$ cat config.mk
export PLATFORM = sky130hd
export DESIGN_NAME = multiword_add_sequencer
export DESIGN_NICKNAME = d
export VERILOG_FILES = /design/src/rtl/fixed_point_add_pkg.sv /design/src/rtl/ripple_add_slice.sv /design/src/rtl/multiword_add_sequencer.sv
export SDC_FILE = /design/constraint.sdc
export NUM_CORES = 1
export LEC_CHECK = 0
export CAP_MARGIN = 15
export CORE_UTILIZATION = 50
export CTS_BUF_LIST = sky130_fd_sc_hd__clkbuf_4 sky130_fd_sc_hd__clkbuf_8
export CTS_CLUSTER_SIZE = 12
export DETAILED_ROUTE_END_ITERATION = 8
export PLACE_DENSITY = 0.8
export SLEW_MARGIN = 15
export SYNTH_ARGS = -nofsm -noshare
export SYNTH_HDL_FRONTEND = slang
export SYNTH_HIERARCHICAL = 1
export SYNTH_SLANG_ARGS = --single-unit
$ cat constraint.sdc
create_clock -name clk -period 4.9 [get_ports clk]
set_clock_uncertainty 0.15 [all_clocks]
set_input_delay 0.735 -clock clk [delete_from_list [all_inputs] [get_ports clk]]
set_output_delay 0.735 -clock clk [all_outputs]
set_load 0.05 [all_outputs]
$ cat src/rtl/fixed_point_add_pkg.sv
// Shared types and helpers for the sequenced multi-word adder.
// The sequencer imports this package for its state encoding and index width.
package fixed_point_add_pkg;

    typedef enum logic [1:0] {
        IDLE,
        RUN,
        DONE
    } add_seq_state_t;

    // Word index width; a single-word operation still carries a 1-bit index.
    function automatic int idx_width(input int words);
        return (words > 1) ? $clog2(words) : 1;
    endfunction

endpackage

$ cat src/rtl/ripple_add_slice.sv
// Combinational N-bit adder slice with carry in and carry out.
// The sequencer reuses one instance of it for every word of an operation.
module ripple_add_slice #(
    parameter int N = 32
) (
    input  logic [N-1:0] a,
    input  logic [N-1:0] b,
    input  logic         carry_in,
    output logic [N-1:0] sum,
    output logic         carry_out
);

    assign {carry_out, sum} = {1'b0, a} + {1'b0, b} + {{N{1'b0}}, carry_in};

endmodule

$ cat src/rtl/multiword_add_sequencer.sv
// Adds two N*WORDS-bit operands with a single N-bit slice, one word per clock,
// least-significant word first, with the carry held in a register between words.
module multiword_add_sequencer
    import fixed_point_add_pkg::*;
#(
    parameter int N     = 32,
    parameter int WORDS = 4
) (
    input  logic               clk,
    input  logic               rst,
    input  logic               in_valid,
    output logic               in_ready,
    input  logic [N*WORDS-1:0] a,
    input  logic [N*WORDS-1:0] b,
    input  logic               carry_in,
    output logic               out_valid,
    input  logic               out_ready,
    output logic [N*WORDS-1:0] sum,
    output logic               carry_out,
    output logic               busy
);

    localparam int W  = N * WORDS;
    localparam int IW = idx_width(WORDS);

    add_seq_state_t state_reg;
    add_seq_state_t state_next;

    logic [IW-1:0] idx_reg;
    logic          carry_reg;
    logic [W-1:0]  a_reg;
    logic [W-1:0]  b_reg;
    logic [W-1:0]  sum_reg;
    logic          carry_out_reg;

    logic [N-1:0]  slice_a;
    logic [N-1:0]  slice_b;
    logic [N-1:0]  slice_sum;
    logic          slice_carry;
    logic          last_word;
    logic          accept;

    // Handshake outputs depend on state only; in_ready is additionally held low during reset.
    assign in_ready  = (state_reg == IDLE) && !rst;
    assign out_valid = (state_reg == DONE);
    assign busy      = (state_reg != IDLE);
    assign sum       = sum_reg;
    assign carry_out = carry_out_reg;

    assign accept    = in_valid && in_ready;
    assign last_word = (idx_reg == IW'(WORDS - 1));
    assign slice_a   = a_reg[int'(idx_reg) * N +: N];
    assign slice_b   = b_reg[int'(idx_reg) * N +: N];

    ripple_add_slice #(
        .N(N)
    ) u_slice (
        .a        (slice_a),
        .b        (slice_b),
        .carry_in (carry_reg),
        .sum      (slice_sum),
        .carry_out(slice_carry)
    );

    always_comb begin
        state_next = state_reg;
        unique case (state_reg)
            IDLE:    if (accept)    state_next = RUN;
            RUN:     if (last_word) state_next = DONE;
            DONE:    if (out_ready) state_next = IDLE;
            default: state_next = IDLE;
        endcase
    end

    always_ff @(posedge clk) begin
        if (rst) begin
            state_reg     <= IDLE;
            idx_reg       <= '0;
            carry_reg     <= 1'b0;
            a_reg         <= '0;
            b_reg         <= '0;
            sum_reg       <= '0;
            carry_out_reg <= 1'b0;
        end else begin
            state_reg <= state_next;
            case (state_reg)
                IDLE: begin
                    if (accept) begin
                        a_reg     <= a;
                        b_reg     <= b;
                        carry_reg <= carry_in;
                        idx_reg   <= '0;
                    end
                end
                RUN: begin
                    sum_reg[int'(idx_reg) * N +: N] <= slice_sum;
                    carry_reg                       <= slice_carry;
                    // Index parks on the last word rather than wrapping.
                    if (last_word) begin
                        carry_out_reg <= slice_carry;
                    end else begin
                        idx_reg <= idx_reg + 1'b1;
                    end
                end
                default: ;
            endcase
        end
    end

endmodule
==> results.txt <==
Commonest non-fill, non-tap cell in the layout: nand2_1
Critical Path Fanout Max: 16
Worst Path Arrival: 4680 ps
Hold Path Class: register to register
Core ar.: 0.03245 mm²
Post-Route Setup TNS: 0 ps
Residual DRC: 0
CP startpoint: idx_reg[0]
DRT Pass-1 Iters: 5
Largest family of logic cells by synthesized area: compound AO/OA/AOI/OAI gates
Initial DRC Count: 1310
Yosys reg bits: 390
Number of synthesized flops with an enable pin: 0
Synth Area in Compound Gates: 19.12%
Root buffer cell: clkbuf_8
Antenna violations before repair: 2
Power consumption: 7470 µW
Maxcap violations: 0
Die X: 183.3 µm
Register area share after synthesis: 47.53%
Max Fclk: 0.2302 GHz
Final critical-path share of the clock period: 88.65%
Synth unique cells: 66
Drt via density: 5.579
Met3 routed WL: 4040 µm
Largest net degree at the start of global routing: 162
XOR/XNOR share of the synthesized area: 1.493%
Hold_buf cts: 0
Least-Margin Pin Slew: 915.4 ps
Die Ht: 183.3 µm
Routed Antenna Nets: 0
Max Slew Vio Count: 0
Clock Sinks: 390
VDD IR max: 188.5 µV
Cell Area, Synth: 0.01643 mm²
CTS tree: yes
Min Hold Slack: 294.4 ps
GRT Total Usage: 30.28%
Final Hold Vio Count: 0
Post-route minimum period: 4344 ps
Synth Area in Adders: 3.062%
Leak: 0.008225 µW
Top Metal Used: met4
Final setup violation count: 0
Mapped Cells: 1772
Initial Util: 50.62%
Setup Crit Path Kind: register to register
Main synth FF type: dfxtp_1
Total wire length: 51500 µm
Hold path start: b_reg[105]
Area Growth Syn to Fin: 32.46%
WL per Instance: 19.78 µm
Skew-Pair Late Insertion Delay: 600 ps
Slew Limit Headroom: 38.97%
Placement Rows: 66
Reg-to-reg slack, setup: 560 ps
Htree depth: 2
RD Place Congestion: 0.9195
Cts bufs inserted: 58
Resize count post-CTS: 0
Cell taking the most area after synthesis: dfxtp_1
Element type at the critical path end: register
Reg2reg start: idx_reg[0]
Syn avg cell area: 9.270 µm²
First-pass GRT wire length: 78580 µm
Ys async rst share: 0%
Synth top area cells: dfxtp_1 48%, nand2_1 12%, mux4_2 8.8%, a22o_1 6.4%, o21ai_0 5.2%
RSZ-0062 raised after global routing: no
Share of cells above drive strength 1: 10.09%
Most frequent cells in the layout: 543 x nand2_1, 392 x clkdlybuf4s50_1, 388 x dfxtp_1
Wl on met1: 20520 µm
Post-synthesis net count: 2072
CTS clk-pin slew, worst paths: 60 ps
Die footprint: 0.03358 mm²
Total congestion overflow: 0
Outcome: completed
Simple-Gate Fraction of Synth Area: 15.68%
I/O Pins: 393
Post-CTS Setup Inserts: 0
Mux contribution to synthesized area: 8.774%
Final worst slack: 555.9 ps
Clock buffer depth: 3
DR WL met2: 24360 µm
Final HPWL DP: 37920 µm
Final core occ: 67.04%
Critical Path RT: 5240 ps
PD cells: 343.3 mW/mm²
Post-synth top area share: 47.53%
Vias in the first global route: 14230
Startpoint types: register
Nets: 2417
Yosys warns: 6
Total number of vias: 14530
Place WS: 563.6 ps
Port-buffer cells: 392
-- worst max-delay path, stage by stage (launching register included) --
cell and delay (ps):
dfxtp_4 570, mux4_2 570, fa_1 470, fa_1 440
a211oi_1 330, o21bai_2 140, o2111ai_2 310, a31oi_1 220
a21boi_2 320, nor4b_1 320, nor3_1 160, a22o_1 230
-- stage by stage --
stage               cell area [µm²]  std cells
finish                        21760       2604
global route                  21760       2604
CTS                           21760       2603
detailed placement            20490       2499
global placement              20490       2499
floorplan                     16430       1772
-- cell usage after synthesis (all sizes together) (4+ instances only) --
cell type / n
nor2: 21
o2bb2ai: 8
a22o: 120
a211oi: 4
xnor2: 14
nor2b: 7
dfxtp: 390
nor3: 5
clkbuf: 48
nand3: 9
nand4: 7
buf: 82
ha: 37
nor4b: 5
nand2: 545
a21oi: 37
o21ai: 274
a21o: 15
inv: 8
nor4: 5
mux4: 64
xor2: 14
-- where the power goes --
group          internal [µW]  switching (µW)  leakage [µW]  total (µW)
sequential              3340             106       0.00319        3450
combinational            516             685       0.00435        1200
clock                   1600            1220      0.000682        2820
-- routing by layer --
metal	vias up	GRT usage, %
met3	135	5.699
met1	6773	37.20
met5	-	0
met2	693	50.80
met4	0	15.30
li1	6927	-
-- area by class of cell --
| class | count | area (µm²) |
|---|---|---|
| inverter | 8 | 37.54 |
| tap | 442 | 553.0 |
| sequential | 390 | 7815 |
| clock inverter | 6 | 58.81 |
| fill | 2545 | 10700 |
| timing repair buffer | 415 | 4159 |
| clock buffer | 98 | 1211 |
| antenna | 1 | 2.502 |
| multi-input combinational | 1244 | 7921 |
-- final timing paths --
kind | endpoint | cells past startpoint
setup / recovery | sum[52] | 11
hold / removal | b_reg[105] | 2
setup reg to reg | sum[52] | 11
hold reg to reg | b_reg[105] | 2
-- cell families after synthesis --
| group | count (synthesis) |
|---|---|
| simple gates | 620 |
| mux | 64 |
| xor+xnor | 28 |
| compound gates | 493 |
| flops | 390 |
| buf+inv | 138 |
| fa+ha+maj | 39 |
No activity file was read; power rests on OpenSTA's default activity.
